## config.mk

```make
export PLATFORM = sky130hd
export DESIGN_NAME = fp8_window_accum_flat
export DESIGN_NICKNAME = d
export VERILOG_FILES = /design/src/rtl/fp8_window_accum_pkg.sv /design/src/rtl/fp8_window_accum_if.sv /design/src/rtl/fp8_window_accum_decode.sv /design/src/rtl/fp8_window_accum.sv /design/src/flat_wrapper.sv
export SDC_FILE = /design/constraint.sdc
export NUM_CORES = 1
export LEC_CHECK = 0
export ABC_CLOCK_PERIOD_IN_PS = 3780
export BUFFER_PORTS_ARGS = -buffer_cell sky130_fd_sc_hd__clkbuf_2
export CAP_MARGIN = 40
export CORE_UTILIZATION = 30
export CTS_BUF_LIST = sky130_fd_sc_hd__clkbuf_16
export CTS_CLUSTER_DIAMETER = 120
export CTS_CLUSTER_SIZE = 8
export DETAILED_ROUTE_END_ITERATION = 6
export PLACE_DENSITY = 0.54
export SLEW_MARGIN = 20
export SYNTH_ARGS = -nofsm -noshare
export SYNTH_HDL_FRONTEND = slang
export SYNTH_SLANG_ARGS = --single-unit
```

## constraint.sdc

```tcl
create_clock -name clk -period 3.78 [get_ports clk]
set_input_delay 0.567 -clock clk [delete_from_list [all_inputs] [get_ports clk]]
set_output_delay 0.567 -clock clk [all_outputs]
set_load 0.005 [all_outputs]
```

## src/rtl/fp8_window_accum_pkg.sv

```systemverilog
//------------------------------------------------------------------------------
// fp8_pkg : shared widths, FSM encoding and saturation limits for the FP8 window
//           accumulator and its decoder.
// Revision: 1.0
//------------------------------------------------------------------------------
`timescale 1ns/1ps
`default_nettype none

package fp8_pkg;
  localparam int FP_E_W   = 3;
  localparam int FP_F_W   = 4;
  localparam int FP_MAG_W = 11;
  localparam int FP_VAL_W = FP_MAG_W + 1;

  typedef enum logic [0:0] {
    ST_ACCUM = 1'b0,
    ST_DONE  = 1'b1
  } state_t;

  function automatic longint sat_max(input int acc_w);
    return (longint'(1) <<< (acc_w - 1)) - longint'(1);
  endfunction

  function automatic longint sat_min(input int acc_w);
    return -(longint'(1) <<< (acc_w - 1));
  endfunction
endpackage

`default_nettype wire

```

## src/rtl/fp8_window_accum_if.sv

```systemverilog
//------------------------------------------------------------------------------
// fp8_window_accum_if : code input stream and window-sum output stream.
// Revision: 1.0
//------------------------------------------------------------------------------
`timescale 1ns/1ps
`default_nettype none

interface fp8_window_accum_if #(
  parameter int ACC_W = 16
);
  import fp8_pkg::*;

  logic                in_valid;
  logic                in_ready;
  logic                in_s;
  logic [FP_E_W-1:0]   in_e;
  logic [FP_F_W-1:0]   in_f;
  logic                out_valid;
  logic                out_ready;
  logic [ACC_W-1:0]    out_sum;
  logic                out_sat;

  modport slave (
    input  in_valid, in_s, in_e, in_f, out_ready,
    output in_ready, out_valid, out_sum, out_sat
  );

  modport master (
    output in_valid, in_s, in_e, in_f, out_ready,
    input  in_ready, out_valid, out_sum, out_sat
  );
endinterface

`default_nettype wire

```

## src/rtl/fp8_window_accum_decode.sv

```systemverilog
//------------------------------------------------------------------------------
// fp8_decode : expands an (S, E, F) code into the signed linear value F*2^E.
// Revision: 1.0
//------------------------------------------------------------------------------
`timescale 1ns/1ps
`default_nettype none

module fp8_decode
  import fp8_pkg::*;
(
  input  logic                       s_i,
  input  logic [FP_E_W-1:0]          e_i,
  input  logic [FP_F_W-1:0]          f_i,
  output logic signed [FP_VAL_W-1:0] val_o
);

  logic [FP_MAG_W-1:0] w_mag;

  // Negating a zero magnitude yields zero, so S=1/F=0 needs no special case.
  always_comb begin
    w_mag = {{(FP_MAG_W - FP_F_W){1'b0}}, f_i} << e_i;
    val_o = s_i ? -$signed({1'b0, w_mag}) : $signed({1'b0, w_mag});
  end

endmodule

`default_nettype wire

```

## src/rtl/fp8_window_accum.sv

```systemverilog
//------------------------------------------------------------------------------
// fp8_window_accum : sums N_SAMPLES decoded FP8 codes per window and hands the
//                    result out on a valid/ready stream.
// Option macro FP8_ACCUM_SAT_EN: clamp each addition and report it on out_sat.
// Revision: 1.0
//------------------------------------------------------------------------------
`timescale 1ns/1ps
`default_nettype none

module fp8_window_accum
  import fp8_pkg::*;
#(
  parameter int N_SAMPLES = 16,
  parameter int ACC_W     = 16
) (
  input  logic               clk,
  input  logic               rst_n,
  input  logic               clr,
  fp8_window_accum_if.slave  bus
);

  localparam int c_CNT_W = (N_SAMPLES > 1) ? $clog2(N_SAMPLES) : 1;

  state_t                      state_q, state_d;
  logic [c_CNT_W-1:0]          cnt_q;
  logic [ACC_W-1:0]            acc_q;
  logic [ACC_W-1:0]            out_sum_q;
  logic signed [FP_VAL_W-1:0]  w_val;
  logic [ACC_W-1:0]            w_acc_nxt;
  logic                        w_accept;
  logic                        w_last;

  fp8_decode u_decode (
    .s_i   (bus.in_s),
    .e_i   (bus.in_e),
    .f_i   (bus.in_f),
    .val_o (w_val)
  );

  // Accept is derived from the registered state rather than in_ready to keep
  // the FSM output logic free of a combinational loop.
  assign w_accept    = bus.in_valid & (state_q == ST_ACCUM);
  assign w_last      = (cnt_q == c_CNT_W'(N_SAMPLES - 1));
  assign bus.out_sum = out_sum_q;

`ifdef FP8_ACCUM_SAT_EN
  localparam logic [ACC_W-1:0] c_SAT_MAX = ACC_W'(sat_max(ACC_W));
  localparam logic [ACC_W-1:0] c_SAT_MIN = ACC_W'(sat_min(ACC_W));

  logic [ACC_W:0] w_val_ext;
  logic [ACC_W:0] w_sum;
  logic           w_clamp;
  logic           win_sat_q;
  logic           out_sat_q;

  assign w_val_ext = (ACC_W + 1)'(w_val);

  always_comb begin
    w_sum   = {acc_q[ACC_W-1], acc_q} + w_val_ext;
    w_clamp = w_sum[ACC_W] ^ w_sum[ACC_W-1];
    if (!w_clamp) begin
      w_acc_nxt = w_sum[ACC_W-1:0];
    end else if (w_sum[ACC_W]) begin
      w_acc_nxt = c_SAT_MIN;
    end else begin
      w_acc_nxt = c_SAT_MAX;
    end
  end

  always_ff @(posedge clk or negedge rst_n) begin
    if (!rst_n) begin
      win_sat_q <= 1'b0;
      out_sat_q <= 1'b0;
    end else if (clr) begin
      win_sat_q <= 1'b0;
      out_sat_q <= 1'b0;
    end else if ((state_q == ST_DONE) && bus.out_ready) begin
      out_sat_q <= 1'b0;
    end else if (w_accept) begin
      if (w_last) begin
        out_sat_q <= win_sat_q | w_clamp;
        win_sat_q <= 1'b0;
      end else begin
        win_sat_q <= win_sat_q | w_clamp;
      end
    end
  end

  assign bus.out_sat = out_sat_q;
`else
  logic [ACC_W-1:0] w_val_ext;

  assign w_val_ext   = ACC_W'(w_val);
  assign w_acc_nxt   = acc_q + w_val_ext;
  assign bus.out_sat = 1'b0;
`endif

  always_ff @(posedge clk or negedge rst_n) begin
    if (!rst_n) begin
      acc_q     <= '0;
      cnt_q     <= '0;
      out_sum_q <= '0;
    end else if (clr) begin
      acc_q <= '0;
      cnt_q <= '0;
    end else if (w_accept) begin
      if (w_last) begin
        out_sum_q <= w_acc_nxt;
        acc_q     <= '0;
        cnt_q     <= '0;
      end else begin
        acc_q <= w_acc_nxt;
        cnt_q <= cnt_q + c_CNT_W'(1);
      end
    end
  end

  always_ff @(posedge clk or negedge rst_n) begin
    if (!rst_n) begin
      state_q <= ST_ACCUM;
    end else begin
      state_q <= state_d;
    end
  end

  always_comb begin
    state_d       = state_q;
    bus.in_ready  = 1'b0;
    bus.out_valid = 1'b0;
    case (state_q)
      ST_ACCUM: begin
        bus.in_ready = 1'b1;
        if (bus.in_valid && w_last) begin
          state_d = ST_DONE;
        end
      end
      ST_DONE: begin
        bus.out_valid = 1'b1;
        if (bus.out_ready) begin
          state_d = ST_ACCUM;
        end
      end
      default: state_d = ST_ACCUM;
    endcase
    if (clr) begin
      state_d = ST_ACCUM;
    end
  end

endmodule

`default_nettype wire

```

## src/flat_wrapper.sv

```systemverilog
// flat-port wrapper written by rule: the top's interface ports become plain ports
module fp8_window_accum_flat import fp8_pkg::*;
#(
  parameter int N_SAMPLES = 16,
  parameter int ACC_W     = 16
)
  (clk, rst_n, clr, bus_in_valid, bus_in_s, bus_in_e, bus_in_f, bus_out_ready, bus_in_ready, bus_out_valid, bus_out_sum, bus_out_sat);
  fp8_window_accum_if #(.ACC_W(ACC_W)) bus_i ();
  input  logic clk;
  input  logic rst_n;
  input  logic clr;
  input wire logic [$bits(bus_i.in_valid)-1:0] bus_in_valid;
  input wire logic [$bits(bus_i.in_s)-1:0] bus_in_s;
  input wire logic [$bits(bus_i.in_e)-1:0] bus_in_e;
  input wire logic [$bits(bus_i.in_f)-1:0] bus_in_f;
  input wire logic [$bits(bus_i.out_ready)-1:0] bus_out_ready;
  output wire logic [$bits(bus_i.in_ready)-1:0] bus_in_ready;
  output wire logic [$bits(bus_i.out_valid)-1:0] bus_out_valid;
  output wire logic [$bits(bus_i.out_sum)-1:0] bus_out_sum;
  output wire logic [$bits(bus_i.out_sat)-1:0] bus_out_sat;
  assign bus_i.in_valid = bus_in_valid;
  assign bus_i.in_s = bus_in_s;
  assign bus_i.in_e = bus_in_e;
  assign bus_i.in_f = bus_in_f;
  assign bus_i.out_ready = bus_out_ready;
  assign bus_in_ready = bus_i.in_ready;
  assign bus_out_valid = bus_i.out_valid;
  assign bus_out_sum = bus_i.out_sum;
  assign bus_out_sat = bus_i.out_sat;
  fp8_window_accum #(.N_SAMPLES(N_SAMPLES), .ACC_W(ACC_W)) u_core (.clk(clk), .rst_n(rst_n), .clr(clr), .bus(bus_i));
endmodule
```

==> results of run 1 <==
==> cell families (layout without fill, tap and decap cells) <==
kind of cell | count (synthesis) | count (layout) | share of synthesized area [%]
flops | 37 | 37 | 32.7
xor+xnor | 22 | 22 | 7.28
simple gates | 102 | 102 | 16.9
mux | 12 | 12 | 4.72
compound gates | 97 | 97 | 24.5
other cells | 1 | 1 | 0.132
buf+inv | 29 | 89 | 4.68
fa+ha+maj | 20 | 20 | 9.09
==> worst max path at each step <==
stage                      startpoint          endpoint  slack (ns)  depth (start not counted)
final                     bus_in_f[2]  u_core.acc_q[15]        0.28                         15
after CTS                 bus_in_e[0]  u_core.acc_q[15]        0.21                         18
after global routing      bus_in_e[1]  u_core.acc_q[15]        0.05                         16
after floorplan           bus_in_e[0]  u_core.acc_q[15]        0.06                         18
after detailed placement  bus_in_e[0]  u_core.acc_q[15]       -0.07                         18
after global placement    bus_in_f[2]  u_core.acc_q[15]        0.01                         15
==> area by class of cell <==
cell class                      instances  area [µm²]
Clock inverter                          3        17.5
Multi-Input combinational cell        254        1820
Tap cell                              111         139
Inverter                               13        48.8
Clock buffer                            5         125
Timing Repair Buffer                   68         448
Sequential cell                        37         926
Fill cell                             922        5670
==> state kept, by name (all words and copies together) (netlist names) <==
name,cells
u_core.state_q,1
u_core.acc_q,16
u_core.bus.out_sum,16
u_core.cnt_q,4
==> metrics by stage <==
stage / worst slack [ns] / utilization, % / cell area, µm² / hold WS, ns / power (mW)
floorplan: 0.0584 / - / 2840 / 0.271 / 0.792
global placement: 0.0148 / 36.3 / 3330 / 0.460 / 0.942
detailed placement: -0.0706 / 36.5 / 3350 / 0.464 / 0.948
CTS: 0.210 / 38.0 / 3500 / 0.181 / 1.36
global route: 0.0516 / 38.4 / 3530 / 0.187 / 1.45
finish: 0.279 / 38.4 / 3530 / 0.166 / 1.36
==> worst reg2reg max path, cell delays in order, from the launching register on <==
cell	delay [ns]
dfrtp_1	0.36
ha_1	0.17
inv_1	0.06
fa_1	0.40
nor2b_1	0.14
o21a_1	0.14
o21ai_0	0.15
a211o_1	0.35
a311o_1	0.31
xnor2_1	0.15
mux2_2	0.26
==> power by group <==
part / internal (mW) / switching [mW]
Sequential: 0.425 / 0.0207
Clock: 0.242 / 0.166
Combinational: 0.234 / 0.272
Total: 0.902 / 0.459
==> cell usage after synthesis (2+ instances only) <==
cell	instances	share of area [%]
a211oi_1	5	1.3
buf_2	4	0.71
o21ai_1	2	0.35
a31oi_1	5	1.1
a21oi_1	23	4.1
nor2_1	20	2.6
or2_2	2	0.44
clkbuf_1	6	0.79
xnor2_1	13	4.0
or3_1	2	0.44
mux2_2	11	4.4
ha_1	19	8.4
dfrtp_1	37	33
a21boi_0	2	0.53
xor2_1	8	2.5
buf_1	2	0.26
a21o_1	2	0.53
o21a_1	3	0.79
a31oi_4	2	1.5
nor2b_1	9	2.0
and2_1	4	0.88
o21ai_0	17	3.0
nand2b_1	4	0.88
a22o_1	15	4.6
inv_1	13	1.7
buf_4	2	0.53
o31ai_1	3	0.79
nand2_1	41	5.4
a311o_1	2	0.71
nand3_1	7	1.2
o21bai_1	2	0.53
nor3_1	6	1.1
==> layer usage <==
| layer | track usage [%] | up-vias | wire (µm) |
|---|---|---|---|
| li1 | - | 1261 | - |
| met1 | 19.4 | 1205 | 3410 |
| met2 | 24.5 | 41 | 3120 |
| met3 | 2.39 | 12 | 157 |
| met4 | 4.41 | 0 | 153 |
| met5 | 0 | - | 0 |
==> flow_summary_export.csv, run 1 <==
group,metric,value,unit
cts,holdBufCountCts,0,
sta,final-setup-viol-count,0,
setup_path,critPathTopFamily,"compound AO/OA/AOI/OAI gates",
place,dp_cells,483,
final_layout,layout.cells.non_filler,491,
cts,clkTransAtPathRegs,0.06,ns
setup_path,critPathBufInv,3,
floorplan,die-height,99.2,µm
setup_path,worstSetupEndpointType,"flip-flop",
synth,syn_area_per_cell,8.86,µm²
floorplan,row_count,35,
cts,clk_latency,0.28,ns
setup_path,cp.arrival,3.66,ns
setup_path,timing.rr.end,"u_core.bus.out_sum[12]",
final_layout,antennaDiodeCount,0,
synth,synth_seq_cells,37,
synth,synth_nets,353,
cts,post_cts.repair.setup_buffers,0,
final_layout,layout_commonest_cell,"nand2_1",
routing,vias,2519,
synth,ys_types,59,
global_route,grt_pass1_vias,2465,
sta,clock_skew,0.00827,ns
global_route,grt-ovfl-total,0,
setup_path,start_kind,"input port",
flow_run,maxCapViolCount,0,
global_route,grtUsageTotal,14.7,%
cts,clock_sinks,37,
cts,clock_tree.root_cell,"clkbuf_16",
setup_path,r2r_slack,1.18,ns
status,status,"completed",
global_route,grt_pass1_wl,11.6,mm
sta,fin_crit_sh,92.6,%
sta,timing.setup.tns,0,ns
sta,fmax,0.286,GHz
cts,cts_tree,"built",
place,hpwl,5.17,mm
cts,htreeDepth,2,
synth,seq_area_frac_synth,32.7,%
setup_path,critPathMaxStageDelay,0.55,ns
setup_path,crit_path_top_delay_cell,"or4_4",
cts,clockBufferDepth,2,
floorplan,die_area,0.00984,mm²
floorplan,core,0.00920,mm²
synth,syn_inst,320,
routing,ant_nets,0,
routing,dr.pass1.iters,4,
floorplan,io_pins,32,
synth,yosysWarnings,0,
synth,synth_area,0.00284,mm²
sta,rsz0062_at_grt,"no",
place,io_buffers,30,
sta,final-hold-violation-count,0,
routing,drt-total-wl,6.85,mm
worst_hold_path,hp-class,"in2async",
setup_path,reg2regPathDepth,10,
synth,synth-main-ff-cell,"dfrtp_1",
sta,maxSlewViolCount,0,
routing,drtIter0Drc,89,
final_layout,layout_common_cells,"41 x nand2_1, 37 x buf_4, 37 x dfrtp_1",
setup_path,cp.required,3.94,ns
setup_path,path_max_fanout,9,
setup_path,crit_type,"in2reg",
setup_path,cp_cell_sequence,"clkbuf_2 -> or4_4 -> o21ai_4 -> a31oi_4 -> buf_4 -> a31oi_4 -> inv_1 -> ha_1 -> a21oi_1 -> o21ai_0 -> a21oi_1 -> o21ai_0 -> or3_1 -> and2_0 -> a221o_1",
synth,synth_async_sr_flop_share,100,%
cts,cts_resized,0,
power_and_ir_drop,p_per_area,386,mW/mm²
floorplan,initial_core_util,30.8,%
place,gp_congestion,0.855,
routing,wl_per_cell,13.9,µm
floorplan,die_x,99.2,µm
final_layout,drive_gt1_share,27.4,%
routing,via_per_inst,5.13,
power_and_ir_drop,p_leak,1.68,nW
sta,fin_crit,3.50,ns
global_route,grt_max_degree,28,
global_route,antenna_found_initial,0,
synth,synth-edff-count,0,
final_layout,fin_nets,412,
final_layout,syn_to_final_growth,24.4,%
setup_path,r2r-start,"u_core.acc_q[0]",
power_and_ir_drop,vdd_drop_max,0.211,mV
cts,cts_buffers,5,
routing,route.detailed.drc,0,
No activity file was read; power rests on OpenSTA's default activity.
==> inputs of run 2 (changes only) <==
==> constraint.sdc (replaced) <==
create_clock -name clk -period 3.78 [get_ports clk]
set_input_delay 0.756 -clock clk [delete_from_list [all_inputs] [get_ports clk]]
set_output_delay 0.756 -clock clk [all_outputs]
set_load 0.005 [all_outputs]
==> flow_summary_export.csv, run 2 (synthesis results as in run 1) <==
group,metric,value,unit
final_layout,syn_to_final_growth,31.6,%
power_and_ir_drop,p_leak,1.80,nW
routing,via_per_inst,5.11,
floorplan,die_x,99.2,µm
sta,timing.setup.tns,0,ns
final_layout,layout_common_cells,"56 x buf_4, 41 x nand2_1, 37 x dfrtp_1",
place,hpwl,5.32,mm
setup_path,cp_cell_sequence,"clkbuf_2 -> buf_12 -> a21oi_1 -> o211a_1 -> o31ai_2 -> nand3b_1 -> a211oi_2 -> nor2b_1 -> xnor2_1 -> ha_1 -> a21oi_2 -> nor2b_1 -> a31oi_1 -> a211oi_2 -> or3_1 -> and2_0 -> a221o_1",
floorplan,io_pins,32,
setup_path,r2r-start,"u_core.acc_q[0]",
setup_path,crit_type,"in2reg",
status,status,"completed",
setup_path,critPathTopFamily,"compound AO/OA/AOI/OAI gates",
final_layout,layout.cells.non_filler,511,
place,gp_congestion,0.883,
routing,drtIter0Drc,124,
routing,ant_nets,0,
cts,clk_latency,0.27,ns
floorplan,initial_core_util,30.8,%
final_layout,antennaDiodeCount,0,
place,dp_cells,502,
setup_path,cp.required,3.94,ns
routing,dr.pass1.iters,4,
final_layout,drive_gt1_share,32.5,%
sta,fin_crit,3.59,ns
floorplan,core,0.00920,mm²
sta,fin_crit_sh,95.1,%
setup_path,critPathMaxStageDelay,0.39,ns
floorplan,die-height,99.2,µm
final_layout,fin_nets,432,
setup_path,path_max_fanout,7,
power_and_ir_drop,vdd_drop_max,0.240,mV
flow_run,maxCapViolCount,0,
setup_path,cp.arrival,3.75,ns
sta,rsz0062_at_grt,"yes",
setup_path,start_kind,"input port",
routing,route.detailed.drc,0,
final_layout,final_core_utilization,40.6,%
setup_path,worstSetupEndpointType,"flip-flop",
cts,htreeDepth,2,
setup_path,r2r_slack,1.24,ns
sta,fmax,0.278,GHz
global_route,grt-ovfl-total,0,
final_layout,nFillCells,926,
global_route,grt_pass1_vias,2593,
global_route,grt_max_degree,25,
setup_path,cp-startpoint,"bus_in_e[0]",
global_route,grt_pass1_wl,11.9,mm
floorplan,row_count,35,
global_route,antenna_found_initial,0,
routing,vias,2609,
sta,clock_skew,0.00352,ns
power_and_ir_drop,p_per_area,389,mW/mm²
sta,maxSlewViolCount,0,
routing,wl_per_cell,13.3,µm
routing,drt-total-wl,6.81,mm
cts,cts_tree,"built",
worst_hold_path,hp-class,"in2async",
floorplan,die_area,0.00984,mm²
sta,final-setup-viol-count,0,
place,io_buffers,30,
cts,clkTransAtPathRegs,0.06,ns
cts,cts_buffers,5,
final_layout,layout_commonest_cell,"buf_4",
cts,clockBufferDepth,2,
sta,holdWs,0.402,ns
setup_path,critPathBufInv,2,
sta,final-hold-violation-count,0,
setup_path,timing.rr.end,"u_core.bus.out_sum[12]",
setup_path,crit_path_top_delay_cell,"or3_1",
power_and_ir_drop,finalPower,1.45,mW
setup_path,reg2regPathDepth,10,
cts,clock_sinks,37,
cts,clock_tree.root_cell,"clkbuf_16",
global_route,grtUsageTotal,14.8,%
==> run 2: changes by cell type in the layout (fill, tap and decap cells not counted), moves of 2 or more <==
cell	change
a21oi_2	+2
clkbuf_2	-2
buf_4	+19
a21oi_1	-2
==> run 2: timing repair <==
action,CTS,global route
gates resized for setup,0,9
endpoints found under the hold margin,0,0
hold buffers,0,0
endpoints found under the setup margin,0,11
buffers inserted,0,1
==> run 2: layout make-up <==
| class | instances | area (µm²) | area share [%] |
|---|---|---|---|
| clock inverters | 3 | 37.5 | 1.01 |
| well taps | 111 | 139 | 3.72 |
| repair buffers | 88 | 613 | 16.4 |
| inverters | 13 | 48.8 | 1.31 |
| flip-flops and latches | 37 | 926 | 24.8 |
| clock buffers | 5 | 125 | 3.35 |
| multi-input cells | 254 | 1840 | 49.4 |
==> run 2: stage by stage <==
stage               area, µm²  setup slack [ns]
CTS                      3700            0.0674
floorplan                2900          -0.00325
global placement         3520            -0.130
global route             3730           -0.0172
finish                   3730             0.187
detailed placement       3540            -0.207
==> run 2: worst max path at each step <==
| stage | end | slack, ns | cells after the start |
|---|---|---|---|
| 2_1_floorplan | u_core.acc_q[15] | -0.003 | 18 |
| 3_3_place_gp | u_core.acc_q[15] | -0.13 | 18 |
| 3_5_place_dp | u_core.acc_q[15] | -0.21 | 17 |
| 4_1_cts | u_core.acc_q[15] | 0.07 | 17 |
| 5_1_grt | u_core.acc_q[15] | -0.02 | 18 |
| 6_report | u_core.acc_q[15] | 0.19 | 17 |
==> run 2: layer usage <==
| metal | global-route usage [%] | wire, µm |
|---|---|---|
| met5 | 0 | 0 |
| met1 | 19.9 | 3340 |
| met4 | 3.28 | 32 |
| met3 | 2.32 | 207 |
| met2 | 25.1 | 3230 |
==> run 2: where the power goes <==
part	leakage (nW)	internal, mW	switching [mW]	total [mW]
combinational	1.21	0.270	0.275	0.544
sequential	0.507	0.426	0.0221	0.448
clock	0.0826	0.306	0.152	0.458
